--- src/rtl/oled_spi_arbiter_if.sv ---
// Bundle of requester, shift-register and OLED pin signals around oled_spi_arbiter.
// Handshake: a requester holds valid/data/dc/last stable until req_ready pulses; the byte moves in that cycle.
interface oled_spi_arbiter_if;
    logic [1:0] req_valid;
    logic [7:0] req_data0;
    logic [7:0] req_data1;
    logic [1:0] req_dc;
    logic [1:0] req_last;
    logic [1:0] req_ready;
    logic       sr_start;
    logic [7:0] sr_data;
    logic       sr_ready;
    logic       oled_csn;
    logic       oled_dc;
    logic [1:0] grant;
    logic       busy;
    logic       err_timeout;
    logic [2:0] dbg_state;

    modport slave (
        input  req_valid, req_data0, req_data1, req_dc, req_last, sr_ready,
        output req_ready, sr_start, sr_data, oled_csn, oled_dc, grant, busy, err_timeout, dbg_state
    );

    modport master (
        output req_valid, req_data0, req_data1, req_dc, req_last, sr_ready,
        input  req_ready, sr_start, sr_data, oled_csn, oled_dc, grant, busy, err_timeout, dbg_state
    );
endinterface

--- src/rtl/oled_spi_arbiter.sv ---
// Burst-granular arbiter sharing the OLED shift register between the init sequencer (0) and display writer (1).
// Owns oled_csn/oled_dc; CS_SETUP, CS_HOLD and ACK_TIMEOUT are expected to be at least 1.
module oled_spi_arbiter #(
    parameter int CS_SETUP    = 1,
    parameter int CS_HOLD     = 2,
    parameter int ACK_TIMEOUT = 8
) (
    input  logic               clk_in,
    input  logic               resetn,
    oled_spi_arbiter_if.slave  bus
);

    typedef enum logic [2:0] {
        IDLE      = 3'd0,
        SETUP     = 3'd1,
        ISSUE     = 3'd2,
        WAIT_ACK  = 3'd3,
        WAIT_DONE = 3'd4,
        NEXT      = 3'd5,
        HOLD      = 3'd6,
        GAP       = 3'd7
    } state_t;

    localparam logic [7:0] SETUP_END = 8'(CS_SETUP - 1);
    localparam logic [7:0] HOLD_END  = 8'(CS_HOLD - 1);
    localparam logic [7:0] ACK_END   = 8'(ACK_TIMEOUT - 1);

    state_t     state_q, state_d;
    logic [7:0] cnt_q, cnt_d;
    logic [7:0] data_q, data_d;
    logic       dc_q, dc_d;
    logic       last_q, last_d;
    logic [1:0] grant_q, grant_d;

    logic       start_c;
    logic [1:0] ready_c;
    logic       err_c;
    logic       pick1;
    logic [7:0] cnt_inc;

    // In NEXT the owner is fixed; in IDLE requester 0 wins any tie.
    assign pick1   = (state_q == NEXT) ? grant_q[1] : !bus.req_valid[0];
    assign cnt_inc = (cnt_q == 8'hFF) ? cnt_q : cnt_q + 8'd1;

    always_ff @(posedge clk_in or negedge resetn) begin
        if (!resetn) begin
            state_q <= IDLE;
            cnt_q   <= 8'd0;
            data_q  <= 8'd0;
            dc_q    <= 1'b0;
            last_q  <= 1'b0;
            grant_q <= 2'b00;
        end else begin
            state_q <= state_d;
            cnt_q   <= cnt_d;
            data_q  <= data_d;
            dc_q    <= dc_d;
            last_q  <= last_d;
            grant_q <= grant_d;
        end
    end

    always_comb begin
        state_d = state_q;
        cnt_d   = cnt_q;
        data_d  = data_q;
        dc_d    = dc_q;
        last_d  = last_q;
        grant_d = grant_q;
        start_c = 1'b0;
        ready_c = 2'b00;
        err_c   = 1'b0;
        case (state_q)
            IDLE: begin
                if (bus.req_valid != 2'b00) begin
                    grant_d = pick1 ? 2'b10 : 2'b01;
                    data_d  = pick1 ? bus.req_data1 : bus.req_data0;
                    dc_d    = bus.req_dc[pick1];
                    last_d  = bus.req_last[pick1];
                    cnt_d   = 8'd0;
                    state_d = SETUP;
                end
            end
            SETUP: begin
                if (cnt_q >= SETUP_END) begin
                    cnt_d   = 8'd0;
                    state_d = ISSUE;
                end else begin
                    cnt_d = cnt_inc;
                end
            end
            ISSUE: begin
                start_c = 1'b1;
                ready_c = grant_q;
                cnt_d   = 8'd0;
                state_d = WAIT_ACK;
            end
            WAIT_ACK: begin
                if (!bus.sr_ready) begin
                    cnt_d   = 8'd0;
                    state_d = WAIT_DONE;
                end else if (cnt_q >= ACK_END) begin
                    // Shift register never acknowledged: abandon the burst.
                    err_c   = 1'b1;
                    cnt_d   = 8'd0;
                    state_d = HOLD;
                end else begin
                    cnt_d = cnt_inc;
                end
            end
            WAIT_DONE: begin
                if (bus.sr_ready) begin
                    cnt_d   = 8'd0;
                    state_d = last_q ? HOLD : NEXT;
                end
            end
            NEXT: begin
                if ((bus.req_valid & grant_q) != 2'b00) begin
                    data_d  = pick1 ? bus.req_data1 : bus.req_data0;
                    dc_d    = bus.req_dc[pick1];
                    last_d  = bus.req_last[pick1];
                    cnt_d   = 8'd0;
                    state_d = SETUP;
                end
            end
            HOLD: begin
                if (cnt_q >= HOLD_END) begin
                    cnt_d   = 8'd0;
                    state_d = GAP;
                end else begin
                    cnt_d = cnt_inc;
                end
            end
            GAP: begin
                grant_d = 2'b00;
                state_d = IDLE;
            end
            default: state_d = IDLE;
        endcase
    end

    assign bus.sr_start    = start_c;
    assign bus.req_ready   = ready_c;
    assign bus.err_timeout = err_c;
    assign bus.sr_data     = data_q;
    assign bus.oled_dc     = dc_q;
    assign bus.oled_csn    = (state_q == IDLE) || (state_q == GAP);
    assign bus.grant       = (state_q == GAP) ? 2'b00 : grant_q;
    assign bus.busy        = (state_q != IDLE);
    assign bus.dbg_state   = state_q;

endmodule

--- src/flat_wrapper.sv ---
// flat-port wrapper written by rule: the top's interface ports become plain ports
module oled_spi_arbiter_flat 
#(
    parameter int CS_SETUP    = 1,
    parameter int CS_HOLD     = 2,
    parameter int ACK_TIMEOUT = 8
)
  (clk_in, resetn, bus_req_valid, bus_req_data0, bus_req_data1, bus_req_dc, bus_req_last, bus_sr_ready, bus_req_ready, bus_sr_start, bus_sr_data, bus_oled_csn, bus_oled_dc, bus_grant, bus_busy, bus_err_timeout, bus_dbg_state);
  oled_spi_arbiter_if bus_i ();
  input  logic clk_in;
  input  logic resetn;
  input wire logic [$bits(bus_i.req_valid)-1:0] bus_req_valid;
  input wire logic [$bits(bus_i.req_data0)-1:0] bus_req_data0;
  input wire logic [$bits(bus_i.req_data1)-1:0] bus_req_data1;
  input wire logic [$bits(bus_i.req_dc)-1:0] bus_req_dc;
  input wire logic [$bits(bus_i.req_last)-1:0] bus_req_last;
  input wire logic [$bits(bus_i.sr_ready)-1:0] bus_sr_ready;
  output wire logic [$bits(bus_i.req_ready)-1:0] bus_req_ready;
  output wire logic [$bits(bus_i.sr_start)-1:0] bus_sr_start;
  output wire logic [$bits(bus_i.sr_data)-1:0] bus_sr_data;
  output wire logic [$bits(bus_i.oled_csn)-1:0] bus_oled_csn;
  output wire logic [$bits(bus_i.oled_dc)-1:0] bus_oled_dc;
  output wire logic [$bits(bus_i.grant)-1:0] bus_grant;
  output wire logic [$bits(bus_i.busy)-1:0] bus_busy;
  output wire logic [$bits(bus_i.err_timeout)-1:0] bus_err_timeout;
  output wire logic [$bits(bus_i.dbg_state)-1:0] bus_dbg_state;
  assign bus_i.req_valid = bus_req_valid;
  assign bus_i.req_data0 = bus_req_data0;
  assign bus_i.req_data1 = bus_req_data1;
  assign bus_i.req_dc = bus_req_dc;
  assign bus_i.req_last = bus_req_last;
  assign bus_i.sr_ready = bus_sr_ready;
  assign bus_req_ready = bus_i.req_ready;
  assign bus_sr_start = bus_i.sr_start;
  assign bus_sr_data = bus_i.sr_data;
  assign bus_oled_csn = bus_i.oled_csn;
  assign bus_oled_dc = bus_i.oled_dc;
  assign bus_grant = bus_i.grant;
  assign bus_busy = bus_i.busy;
  assign bus_err_timeout = bus_i.err_timeout;
  assign bus_dbg_state = bus_i.dbg_state;
  oled_spi_arbiter #(.CS_SETUP(CS_SETUP), .CS_HOLD(CS_HOLD), .ACK_TIMEOUT(ACK_TIMEOUT)) u_core (.clk_in(clk_in), .resetn(resetn), .bus(bus_i));
endmodule
--- config.mk ---
export PLATFORM = sky130hd
export DESIGN_NAME = oled_spi_arbiter_flat
export DESIGN_NICKNAME = d
export VERILOG_FILES = /design/src/rtl/oled_spi_arbiter_if.sv /design/src/rtl/oled_spi_arbiter.sv /design/src/flat_wrapper.sv
export SDC_FILE = /design/constraint.sdc
export NUM_CORES = 1
export LEC_CHECK = 0
export BUFFER_PORTS_ARGS = -buffer_cell sky130_fd_sc_hd__buf_2
export CAP_MARGIN = 25
export CORE_ASPECT_RATIO = 0.6
export CORE_MARGIN = 2
export CORE_UTILIZATION = 53
export CTS_CLUSTER_SIZE = 30
export DETAILED_ROUTE_END_ITERATION = 16
export PLACE_DENSITY = 0.92
export SLEW_MARGIN = 30
export SYNTH_ARGS = -nofsm -noshare
export SYNTH_HDL_FRONTEND = slang
export SYNTH_SLANG_ARGS = --single-unit
--- constraint.sdc ---
create_clock -name clk_in -period 3.1 [get_ports clk_in]
set_clock_uncertainty 0.15 [all_clocks]
set_input_delay 0.465 -clock clk_in [delete_from_list [all_inputs] [get_ports clk_in]]
set_output_delay 0.465 -clock clk_in [all_outputs]
set_load 0.02 [all_outputs]
# Yosys cells after proc, flatten, opt, wreduce, memory -nomap -nowiden
# Index checks and enable logic that the tools add are counted.
[totals]
in_bits = 25
word_cells = 81
out_inout_bits = 20
regBits = 23
[op_classes]
n_addsub = 1
mux = 42
n_eq_ne = 14
n_reduce_logical = 13
bitwise = 1
order_cmp = 4
[ops]
columns = ["cell", "n"]
rows = [
  ["8-bit 2-to-1 mux", 11],
  ["8-bit one-hot mux with 7 select lines", 1],
  ["3-bit one-hot mux with 8 select lines", 1],
  ["3-bit 2-to-1 mux", 7],
  ["8-bit by 1-bit >= comparator with 1-bit output (second input constant)", 2],
  ["8-bit one-hot mux with 2 select lines", 1],
  ["1-bit 2-to-1 mux", 13],
  ["3-bit == test (second input constant)", 4],
  ["2-bit 2-to-1 mux", 5],
  ["8-bit by 1-bit adder with 8-bit output (second input constant)", 1],
  ["8-bit == test (second input constant)", 1],
  ["8-bit by 3-bit >= comparator with 1-bit output (second input constant)", 1],
  ["2-bit nonzero test", 4],
  ["7-bit nonzero test", 1],
  ["3-bit by 2-bit == test with 1-bit output (second input constant)", 2],
  ["2-bit by 1-bit != test with 1-bit output (second input constant)", 3],
  ["6-bit AND reduction", 1],
  ["2-bit != test (second input constant)", 2],
  ["1-bit one-hot mux with 2 select lines", 2],
  ["2-bit one-hot mux with 2 select lines", 1],
  ["4-bit AND reduction", 1],
  ["3-bit by 1-bit == test with 1-bit output (second input constant)", 1],
  ["3-bit logical NOT", 1],
  ["3-bit by 2-bit != test with 1-bit output (second input constant)", 1],
  ["other kinds (7)", 7],
]

# Depth between registers and ports, before layout
[logic_depth]
ltp_word = 6
ltp_mapped = 6
ltp_nobuf = 6

# Worst setup path after synthesis
# Ideal clock, no wire load.
[synth_timing]
kind = "register -> register"
startpoint = "register u_core.state_q[1] (netlist: u_core.bus.dbg_state[1])"
endpoint = "register u_core.data_q[0] (netlist: u_core.bus.sr_data[0])"
stages_incl_launch_ff = 6
setup_ps = 125
path_slack_ps = 1043
arrival_time_ps = 1782
required_time_ps = 2825
n_path_buf = 1
synth_period_minus_slack_ps = 2057
cell_sequence = "dfrtp_1 nand3b_1 mux2i_1 buf_2 mux2_2 mux2_2"
[synth_between]
elab_chain_cells = 5
word_cells_on_any_way = 11
classes_between = "eq/ne (3); mux (5); reduce/logical (3)"
[synth_rtl]
columns = ["item", "line_no", "rtl"]
rows = [
  ["start, declared", "oled_spi_arbiter.sv:28", "state_t state_q, state_d;"],
  ["start signal, assigned", "oled_spi_arbiter.sv:54", "state_q <= state_d;"],
  ["3-bit == test", "oled_spi_arbiter.sv:42, oled_spi_arbiter.sv:73", ""],
  ["1-bit 2-to-1 mux", "oled_spi_arbiter.sv:42", "assign pick1 = (state_q == NEXT) ? grant_q[1] : !bus.req_valid[0];"],
  ["8-bit 2-to-1 mux", "oled_spi_arbiter.sv:77, oled_spi_arbiter.sv:119", ""],
  ["8-bit 2-to-1 mux, on equally long branches", "oled_spi_arbiter.sv:118, oled_spi_arbiter.sv:75", ""],
  ["8-bit one-hot mux with 2 select lines", "oled_spi_arbiter.sv:73", "case (state_q)"],
  ["end signal, assigned", "oled_spi_arbiter.sv:56", "data_q <= data_d;"],
  ["end, declared", "oled_spi_arbiter.sv:30", "logic [7:0] data_q, data_d;"],
]
# Several ways; a longest one is shown, not always the timed one. The select of a mux whose other input is x is not followed.
# A chain may end at the register's enable or synchronous reset.

# Worst setup path in the final report
[layout_timing]
startpoint = "register u_core.cnt_q[5]"
endpoint = "output bus_err_timeout"
[layout_between]
elab_chain_cells = 4
[layout_rtl]
columns = ["item", "line_no", "rtl"]
rows = [
  ["start, declared", "oled_spi_arbiter.sv:29", "logic [7:0] cnt_q, cnt_d;"],
  ["start signal, assigned", "oled_spi_arbiter.sv:55", "cnt_q <= cnt_d;"],
  ["8-bit by 3-bit >= comparator with 1-bit output", "oled_spi_arbiter.sv:102", "end else if (cnt_q >= ACK_END) begin"],
  ["1-bit 2-to-1 mux", "oled_spi_arbiter.sv:102", ""],
  ["1-bit 2-to-1 mux", "oled_spi_arbiter.sv:99", "if (!bus.sr_ready) begin"],
  ["1-bit 2-to-1 mux", "oled_spi_arbiter.sv:73", ""],
  ["end, declared", "flat_wrapper.sv:25", "output wire logic [$bits(bus_i.err_timeout)-1:0] bus_err_timeout;"],
]
# No other way between the ends.

==> run metrics <==
largest area contributor in the netlist=dfrtp_1; startpoint class of the critical path=flop; top cells by area, synth=dfrtp_1 45%, mux2_2 15%, mux2i_1 3.1%; Syn. warnings=0; Chip Height=42.11 microns; floorplan row count=13; critical-path cell list=or4_1 -> nor2_1 -> a21oi_1 -> buf_2; first-pass GRT wire length=5085 microns; HPWL Detailed=2445 microns; maximum vdd drop=0.0004121 V; Top delay family on crit path=simple AND/OR/NAND/NOR gates; vias per cell=5.698; end of the critical path=bus_err_timeout; Pre-antenna DRT Iters=4; Die W=67.51 microns; power per standard cell area=944.5 nW/um^2; WP buf/inv=1; routability cong.=0.8495; Synth Cell Area=1282 sq um; # nets final=191; FF-to-FF End=u_core.bus.sr_data[4]; DRT Wirelength=3186 microns; Setup TNS Final=0 ns; number of flops mapped to enable cells by yosys=0; vias in the first global route=1103; CTS tree=done; CP Class=reg -> out; CP arrival=1.63 ns; fin util=70.02%; Critical Path RT=2.48 ns; Seq/Total Area, Yosys=44.88%; grt ovf=0; DRC viols=0; Clock H-tree levels=1; synth unique cells=35; reg2reg start=u_core.bus.dbg_state[1]; hold crit path type=in -> async; Post-CTS Setup Inserts=0; initial antenna violation count=0; Synth Register Bits=23; Mean Syn Cell Area=10.78 sq um; Routed Antenna Nets=0; fmax=445.8 MHz; ANT cells=0; hold violation count in the final report=0; Die ar.=2842 sq um; port buffer count=44; total CTS buffers=3; drt wl/cell=16.59 microns; core area=2228 sq um; Synth top area share=44.88%; Hold Buf Count CTS=0; async set or reset register ratio after synthesis=100.0%; Max stage delay cell, worst path=or4_1; synth cell count leaders=23 x dfrtp_1, 17 x mux2_2, 7 x a21oi_1, 6 x inv_1; Syn-to-layout area delta=21.66%; outcome=finished clean; Slew Viols, Final=0; Max-Cap Viols=0; io pins=45; count leader, synth=dfrtp_1; CP Depth=4; Post-CTS Resized=0; overall power=1474 uW; crit-path max cell delay=0.53 ns; Slew @ Worst Pin=0.6294 ns; Initial Util=57.55%; leak pwr=0.0007873 uW; Worst Reg2Reg Path Length in Cells=5; CP Capture Type=output pin; clk buf depth=2; Setup crit start=u_core.cnt_q[5]; layout cells sized above 1=43.21%; r2r setup slk=0.95 ns; post-layout min period=2.243 ns; root buf cell=clkbuf_8; Final Setup Violations=0; Clk Latency, worst-skew pair=0.26 ns; pin count of the biggest net entering global routing=24; Post-Synthesis Cells=119; gr usage total=24.09%; CP max FO=3; top_reg_cell synth=dfrtp_1; Vias=1094; period utilization=72.37%; Clock Sinks=23; Post-Syn Nets=147; Worst-path clk slew=0.08 ns; RSZ-0062 raised after global routing=no; Iter 0 DRT Violations=41; max_slew headroom=57.76%
[power by group]
| part | leakage, uW | internal, uW | switching (uW) |
|---|---|---|---|
| clock network | 0.0000255 | 89.6 | 93.4 |
| registers | 0.000290 | 407 | 132 |
| logic | 0.000472 | 329 | 424 |
| total | 0.000787 | 825 | 649 |
[worst min path at each step]
| stage | end | slack (ns) | cells past startpoint |
|---|---|---|---|
| 2_1_floorplan | u_core.bus.dbg_state[0] | 0.02 | 0 |
| 3_3_place_gp | u_core.cnt_q[0] | 0.30 | 1 |
| 3_5_place_dp | u_core.cnt_q[3] | 0.31 | 1 |
| 4_1_cts | u_core.cnt_q[4] | 0.02 | 1 |
| 5_1_grt | u_core.cnt_q[6] | 0.04 | 1 |
| 6_report | u_core.cnt_q[4] | 0.01 | 1 |
[worst register-to-register path, cell delays in order, from the launching register on]
cell and delay, ns:
dfrtp_1 0.63, nand3b_1 0.19, mux2i_1 0.20, buf_4 0.23, mux2_1 0.36, mux2_2 0.28
[area by class of cell]
type                    count  area [sq um]
flip-flops and latches     23         575.6
inverters                   6         22.52
fillers                   182         668.1
multi-input cells          84         650.6
clock inverters             1         5.005
well taps                  30         37.54
repair buffers             45         227.7
clock buffers               3         41.29
[cells in the final DEF, fill, tap and decap left out, types with 2 or more instances in the layout]
cell      count
buf_2        44
dfrtp_1      23
mux2_2       17
a21oi_1       7
inv_1         6
nor2_1        5
nand2_1       5
a31oi_1       5
and2_1        4
and3_1        4
mux2i_1       4
o22ai_1       3
ha_1          3
clkbuf_8      3
or3_4         2
nand4b_1      2
o21ai_0       2
o21bai_1      2
nand2b_1      2
mux2_1        2
nor2b_1       2
[through the flow]
step                std cells  setup slack [ns]  cell area (sq um)  hold slack, ns
finish                    192            0.8566               1560         0.01319
global route              192            0.8218               1560         0.03720
CTS                       192            0.8793               1560         0.02272
detailed placement        188            0.9824               1514          0.3097
global placement          188             1.067               1514          0.3001
floorplan                 119             1.043               1282         0.01941
[registers in the layout, summed over array words and instances (netlist names)]
signal / cells
u_core.bus.dbg_state: 3
u_core.bus.sr_data: 8
u_core.bus.oled_dc: 1
u_core.grant_q: 2
u_core.last_q: 1
u_core.cnt_q: 8
[routing by layer]
metal	GRT usage, %	up-vias	wire length [microns]
li1	-	517	-
met5	0	-	0
met4	7.347	0	66
met3	6.989	10	154
met1	27.21	524	1278
met2	43.33	43	1687
[cell families after synthesis]
family,Yosys count,share of synthesized area (%)
multiplexers,23,19.80
flip-flops,23,44.88
AO/OA/AOI/OAI,27,13.46
AND/OR/NAND/NOR,31,14.54
buffers and inverters,12,4.390
adder cells (fa/ha/maj),3,2.927
Note: power is estimated with default switching activity, not from simulation.
